`src/rtl/reg_writeback_pkg.sv`:
```
// -----------------------------------------------------------------------------
// reg_writeback_pkg
//   Shared core constants for the writeback stage: RV32 major opcodes, load
//   funct3 encodings, the writeback pipeline register layout and the
//   write-data source selector.
// -----------------------------------------------------------------------------
package reg_writeback_pkg;

    // RV32I major opcodes (inst[6:0]) that can write the register file.
    localparam logic [6:0] OPC_LUI   = 7'b0110111;
    localparam logic [6:0] OPC_AUIPC = 7'b0010111;
    localparam logic [6:0] OPC_JAL   = 7'b1101111;
    localparam logic [6:0] OPC_JALR  = 7'b1100111;
    localparam logic [6:0] OPC_LOAD  = 7'b0000011;
    localparam logic [6:0] OPC_OP    = 7'b0110011;
    localparam logic [6:0] OPC_OPIMM = 7'b0010011;

    // Load funct3 (inst[14:12]); 011, 110 and 111 are not legal loads.
    localparam logic [2:0] F3_LB  = 3'b000;
    localparam logic [2:0] F3_LH  = 3'b001;
    localparam logic [2:0] F3_LW  = 3'b010;
    localparam logic [2:0] F3_LBU = 3'b100;
    localparam logic [2:0] F3_LHU = 3'b101;

    // Writeback pipeline register contents.
    typedef struct packed {
        logic        valid;
        logic [31:0] inst;
        logic [31:0] pc;
        logic [31:0] alu;
    } wb_reg_t;

    // Where the register-file write data comes from.
    typedef enum logic [1:0] {
        WD_NONE,
        WD_ALU,
        WD_PC4,
        WD_LOAD
    } wd_sel_e;

endpackage

```
`src/rtl/reg_writeback_load_align.sv`:
```
// -----------------------------------------------------------------------------
// load_align
//   Extracts and extends load data from a 32-bit little-endian memory word.
//   Ports:
//     word   in  32  data-memory read word
//     funct3 in   3  load type (LB/LH/LW/LBU/LHU)
//     addr   in   2  byte offset of the load address
//     value  out 32  aligned, sign/zero-extended load result
//     valid  out  1  funct3 is a legal load encoding
// -----------------------------------------------------------------------------
module load_align
    import reg_writeback_pkg::*;
(
    input  logic [31:0] word,
    input  logic [2:0]  funct3,
    input  logic [1:0]  addr,
    output logic [31:0] value,
    output logic        valid
);

    logic [7:0]  byte_sel;
    logic [15:0] half_sel;

    always_comb begin
        // NOTE: every output of a combinational block gets a default first so
        // no path through the case statements can infer a latch.
        byte_sel = 8'h00;
        half_sel = 16'h0000;
        value    = 32'h0000_0000;
        valid    = 1'b0;

        case (addr)
            2'd0:    byte_sel = word[7:0];
            2'd1:    byte_sel = word[15:8];
            2'd2:    byte_sel = word[23:16];
            default: byte_sel = word[31:24];
        endcase

        // Halfword loads use only addr[1]; addr[0] is deliberately ignored.
        half_sel = addr[1] ? word[31:16] : word[15:0];

        case (funct3)
            F3_LB: begin
                value = {{24{byte_sel[7]}}, byte_sel};
                valid = 1'b1;
            end
            F3_LH: begin
                value = {{16{half_sel[15]}}, half_sel};
                valid = 1'b1;
            end
            F3_LW: begin
                value = word;
                valid = 1'b1;
            end
            F3_LBU: begin
                value = {24'h000000, byte_sel};
                valid = 1'b1;
            end
            F3_LHU: begin
                value = {16'h0000, half_sel};
                valid = 1'b1;
            end
            default: begin
                value = 32'h0000_0000;
                valid = 1'b0;
            end
        endcase
    end

endmodule

```
`src/rtl/reg_writeback.sv`:
```
// -----------------------------------------------------------------------------
// reg_writeback
//   Writeback pipeline register plus register-file write decode and
//   writeback-to-decode forwarding detection.
//   Ports:
//     clk, rst_n          clock, asynchronous active-low reset
//     stall               hold the writeback register
//     flush               load a bubble (overrides stall)
//     x_valid/x_inst/x_pc/x_alu   execute-stage instruction
//     dmem_dout           synchronous data-memory word for the WB-stage load
//     dec_inst            decode-stage instruction (rs1/rs2 compare)
//     we, wa, wd          register-file write port
//     wb2d_a, wb2d_b      forward wd to decode rs1 / rs2
//     wb_val              forwarding value (== wd)
//   Build option:
//     WB_INSTRET_EN       adds output instret[31:0], a retired-instruction
//                         counter of unstalled, unflushed valid captures.
// -----------------------------------------------------------------------------
module reg_writeback
    import reg_writeback_pkg::*;
(
    input  logic        clk,
    input  logic        rst_n,
    input  logic        stall,
    input  logic        flush,
    input  logic        x_valid,
    input  logic [31:0] x_inst,
    input  logic [31:0] x_pc,
    input  logic [31:0] x_alu,
    input  logic [31:0] dmem_dout,
    input  logic [31:0] dec_inst,
    output logic        we,
    output logic [4:0]  wa,
    output logic [31:0] wd,
    output logic        wb2d_a,
    output logic        wb2d_b,
    output logic [31:0] wb_val
`ifdef WB_INSTRET_EN
    ,
    output logic [31:0] instret
`endif
);

    wb_reg_t     w;
    wd_sel_e     wd_sel;
    logic [31:0] load_value;
    logic        load_ok;

    // Writeback register. A flush only kills valid; the remaining fields are
    // don't-care for a bubble and are left as they were.
    always_ff @(posedge clk or negedge rst_n) begin
        // NOTE: sequential state uses non-blocking assignments so every
        // register samples pre-edge values regardless of statement order.
        if (!rst_n) begin
            w <= '0;
        end else if (flush) begin
            w.valid <= 1'b0;
        end else if (!stall) begin
            w.valid <= x_valid;
            w.inst  <= x_inst;
            w.pc    <= x_pc;
            w.alu   <= x_alu;
        end
    end

    load_align u_load_align (
        .word   (dmem_dout),
        .funct3 (w.inst[14:12]),
        .addr   (w.alu[1:0]),
        .value  (load_value),
        .valid  (load_ok)
    );

    always_comb begin
        wd_sel = WD_NONE;
        case (w.inst[6:0])
            OPC_LUI, OPC_AUIPC, OPC_OP, OPC_OPIMM: wd_sel = WD_ALU;
            OPC_JAL, OPC_JALR:                     wd_sel = WD_PC4;
            OPC_LOAD: wd_sel = load_ok ? WD_LOAD : WD_NONE;
            default:                               wd_sel = WD_NONE;
        endcase
    end

    always_comb begin
        wd = 32'h0000_0000;
        case (wd_sel)
            WD_ALU:  wd = w.alu;
            WD_PC4:  wd = w.pc + 32'd4;   // wraps modulo 2^32
            WD_LOAD: wd = load_value;
            default: wd = 32'h0000_0000;
        endcase
    end

    // Stalled cycles keep we high; rewriting the same value is harmless.
    assign wa     = w.inst[11:7];
    assign we     = w.valid && (wd_sel != WD_NONE) && (wa != 5'd0);
    assign wb_val = wd;
    assign wb2d_a = we && (wa == dec_inst[19:15]);
    assign wb2d_b = we && (wa == dec_inst[24:20]);

`ifdef WB_INSTRET_EN
    always_ff @(posedge clk or negedge rst_n) begin
        if (!rst_n) begin
            instret <= 32'h0000_0000;
        end else if (x_valid && !stall && !flush) begin
            instret <= instret + 32'd1;
        end
    end
`endif

    // Instruction bits not consumed by writeback, gathered into one sink.
    logic unused_bits;
    assign unused_bits = ^{w.inst[31:15], dec_inst[31:25], dec_inst[14:0]};

endmodule

```
`config.mk`:
```
export PLATFORM = sky130hd
export DESIGN_NAME = reg_writeback
export DESIGN_NICKNAME = d
export VERILOG_FILES = /design/src/rtl/reg_writeback_pkg.sv /design/src/rtl/reg_writeback_load_align.sv /design/src/rtl/reg_writeback.sv
export SDC_FILE = /design/constraint.sdc
export NUM_CORES = 1
export LEC_CHECK = 0
export ABC_AREA = 0
export BUFFER_PORTS_ARGS = -buffer_cell sky130_fd_sc_hd__buf_2
export CAP_MARGIN = 10
export CORE_UTILIZATION = 33
export CTS_BUF_LIST = sky130_fd_sc_hd__clkbuf_2 sky130_fd_sc_hd__clkbuf_4 sky130_fd_sc_hd__clkbuf_8
export CTS_CLUSTER_SIZE = 8
export DETAILED_ROUTE_END_ITERATION = 7
export SLEW_MARGIN = 5
export SYNTH_ARGS = -nofsm -noshare
export SYNTH_HDL_FRONTEND = slang
export SYNTH_SLANG_ARGS = --single-unit
```
`constraint.sdc`:
```
create_clock -name clk -period 2.9 [get_ports clk]
set_clock_uncertainty 0.2 [all_clocks]
set_input_delay 0.29 -clock clk [delete_from_list [all_inputs] [get_ports clk]]
set_output_delay 0.29 -clock clk [all_outputs]
set_load 0.01 [all_outputs]
```
==> flow_summary.toml <==
[finish]
area_growth_pct = 42.2
fin_cells = 945
finalInstanceArea_um2 = 7340
drive_gt1_frac = 0.469
layout.nets = 894

[sta]
finalMaxSlewViolations = 0
fin_crit_sh = 0.983
rsz0062_at_grt = "false"
max_freq_mhz = 351
tns_ns = 0
min_period_ns = 2.85
tightest_slew_ns = 0.553
setup_viol = 0
report.final.hold_viol_count = 0
relSlewSlack = 0.631

[yosys]
synth_top_cell_by_area = "dfrtp_1"
syn_inst = 478
synthDistinctLibCells = 56
synth.most_common_cell = "dfrtp_1"
synth_edf_count = 0
ys_warn_count = 0
ys_top_cells_by_area = "dfrtp_1, mux2_2, buf_4"
synth_flop_cell = "dfrtp_1"
synth_top_area_frac = 0.388
syn_nets = 644
yosys-top-cells-count = "dfrtp_1, mux2_2, buf_4"
avgSynthCellArea_um2 = 10.8
synthArstFlopShare = 1.00
seq_area_frac_synth = 0.388
ys_seq_elements = 80
synthesis.area_um2 = 5160

[grt]
grt_pass1_vias = 4819
overflow = 0
grt_pass1_wl_um = 26000
grt_max_degree = 86
grt_antenna_before_repair = 1
grtUsageTotal = 0.213

[placement]
place_area_um2 = 6200
gp_congestion = 0.860
place_hpwl_um = 12300
dp_cells = 841
port_buffers = 197

[clock_tree]
insertion_delay_ns = 0.36
htree_levels = 3
cts_tree = "yes"
clock_path_buffers = 2
cts-root-buf = "clkbuf_8"
cts_buffers = 9
cts.sinks = 80
clk_pin_slew_ns = 0.09

[worst_setup_path]
crit_family = "compound AO/OA/AOI/OAI gates"
cp-start-kind = "register"
reg2reg_setup_slack_ns = 1.48
crit_arrival_ns = 2.36
crit_buf_inv = 2
crit_fanout = 15
crit_slowest_cell = "mux4_2"
required_ns = 2.41
cp-end-kind = "output port"
worstSetupPathType = "register to output port"
path_cells = "buf_4 -> mux4_2 -> a222oi_1 -> o21ai_1 -> buf_2"
worst_path_largest_cell_delay_ns = 0.53

[floorplan]
die_area_um2 = 16200
io_pins = 237
die_w_um = 127
coreArea_um2 = 15300
row_count = 45
start_util = 0.338
die_h_um = 127

[route]
wl_per_cell_um = 17.8
final_antenna_net_count = 0
drt-initial-drc-count = 209
drt-total-wl_um = 16800
dr.pass1.iters = 4
vias = 4752
drc = 0
viasPerCell = 5.03

[power]
power_leakage_uw = 0.00326
p_per_area_nw_per_um2 = 461
vdd_drop_max_v = 0.000181

[status]
status = "finished, final reports clean"

[min_path]
hold_class = "input pin to async pin"

[run]
max_cap_viol_count = 0
-- final timing paths --
kind,startpoint,end,cells after the start
worst max-delay path,w[1],wd[4],5
worst min-delay path,rst_n,w[37],2
worst max register to register,w[96],w[96],3
worst min register to register,w[29],w[29],1
max in group asynchronous,rst_n,w[76],3
min in group clk,w[29],w[29],1
-- where the power goes --
| part | internal (µW) | total [µW] | switching [µW] | leakage (µW) |
|---|---|---|---|---|
| logic | 530 | 991 | 461 | 0.00221 |
| registers | 1280 | 1450 | 172 | 0.000942 |
| clock network | 504 | 943 | 439 | 0.000112 |
| total | 2310 | 3380 | 1070 | 0.00326 |
-- registers in the layout, summed over array words and instances (netlist names) --
signal,flops
w,75
wa,5
-- metal layers --
| metal | vias up | track usage | share of wire |
|---|---|---|---|
| met5 | - | 0 | 0 |
| met4 | 0 | 0.0644 | 0.015 |
| met3 | 22 | 0.0394 | 0.050 |
| met2 | 188 | 0.364 | 0.49 |
| met1 | 2296 | 0.275 | 0.45 |
| li1 | 2246 | - | - |
-- area by class of cell --
class,instances,area [µm²]
sequential,80,2000
fill,1379,7920
timing repair buffer,303,2030
clock inverter,6,82.6
clock buffer,10,138
tap,211,264
inverter,8,30.0
antenna,1,2.50
multi-input combinational,326,2790
-- cells in the final DEF, fill, tap and decap left out, types with 2 or more instances in the layout --
master         netlist  routed
buf_2                8     196
dlygate4sd3_1        0      82
dfrtp_1             80      78
mux2_2              73      73
nand2_1             29      29
xor2_1              23      23
buf_4               40      21
o21ai_1             20      20
nand3_1             18      18
xnor2_1             15      15
a21oi_1             15      15
nor2_1              13      12
a22oi_1             11      11
a221oi_1            11      10
clkbuf_8             0      10
nand4_1              9       9
o21ai_0              9       9
mux4_2               7       7
o221ai_1             9       7
inv_1                6       6
and3_1               6       6
o221ai_2             4       6
nor3_1               5       5
a2bb2oi_1            5       5
nor2b_1              4       4
o21bai_1             3       3
a222oi_1             3       3
o311a_1              3       3
clkinv_2             0       3
buf_12               0       3
nand4_4              1       2
nor4_4               2       2
a211oi_1             2       2
and2_1               3       2
nor4_1               2       2
bufinv_16            0       2
dfrtp_2              0       2
-- through the flow --
step	util	worst slack [ns]	hold slack, ns	power [µW]
after floorplan	-	0.424	-0.206	2020
after global placement	0.407	0.383	0.103	2320
after detailed placement	0.407	0.359	0.109	2350
after CTS	0.476	0.0146	0.230	3400
after global routing	0.481	0.00324	0.270	3580
final	0.481	0.0487	0.230	3380
-- kinds of logic after synthesis --
family          share of synthesized area
simple gates                        0.119
compound gates                      0.146
mux                                 0.197
flops                               0.388
buf+inv                            0.0833
xor+xnor                           0.0644
fa+ha+maj                         0.00242
-- what timing repair did --
action	in CTS	in global routing
pin swaps	0	1
buffers inserted	1	4
hold buffers	82	0
resized for setup	4	7
endpoints found under the setup margin	12	34
hold endpoints to repair	120	0
(Power assumes the default switching activity.)
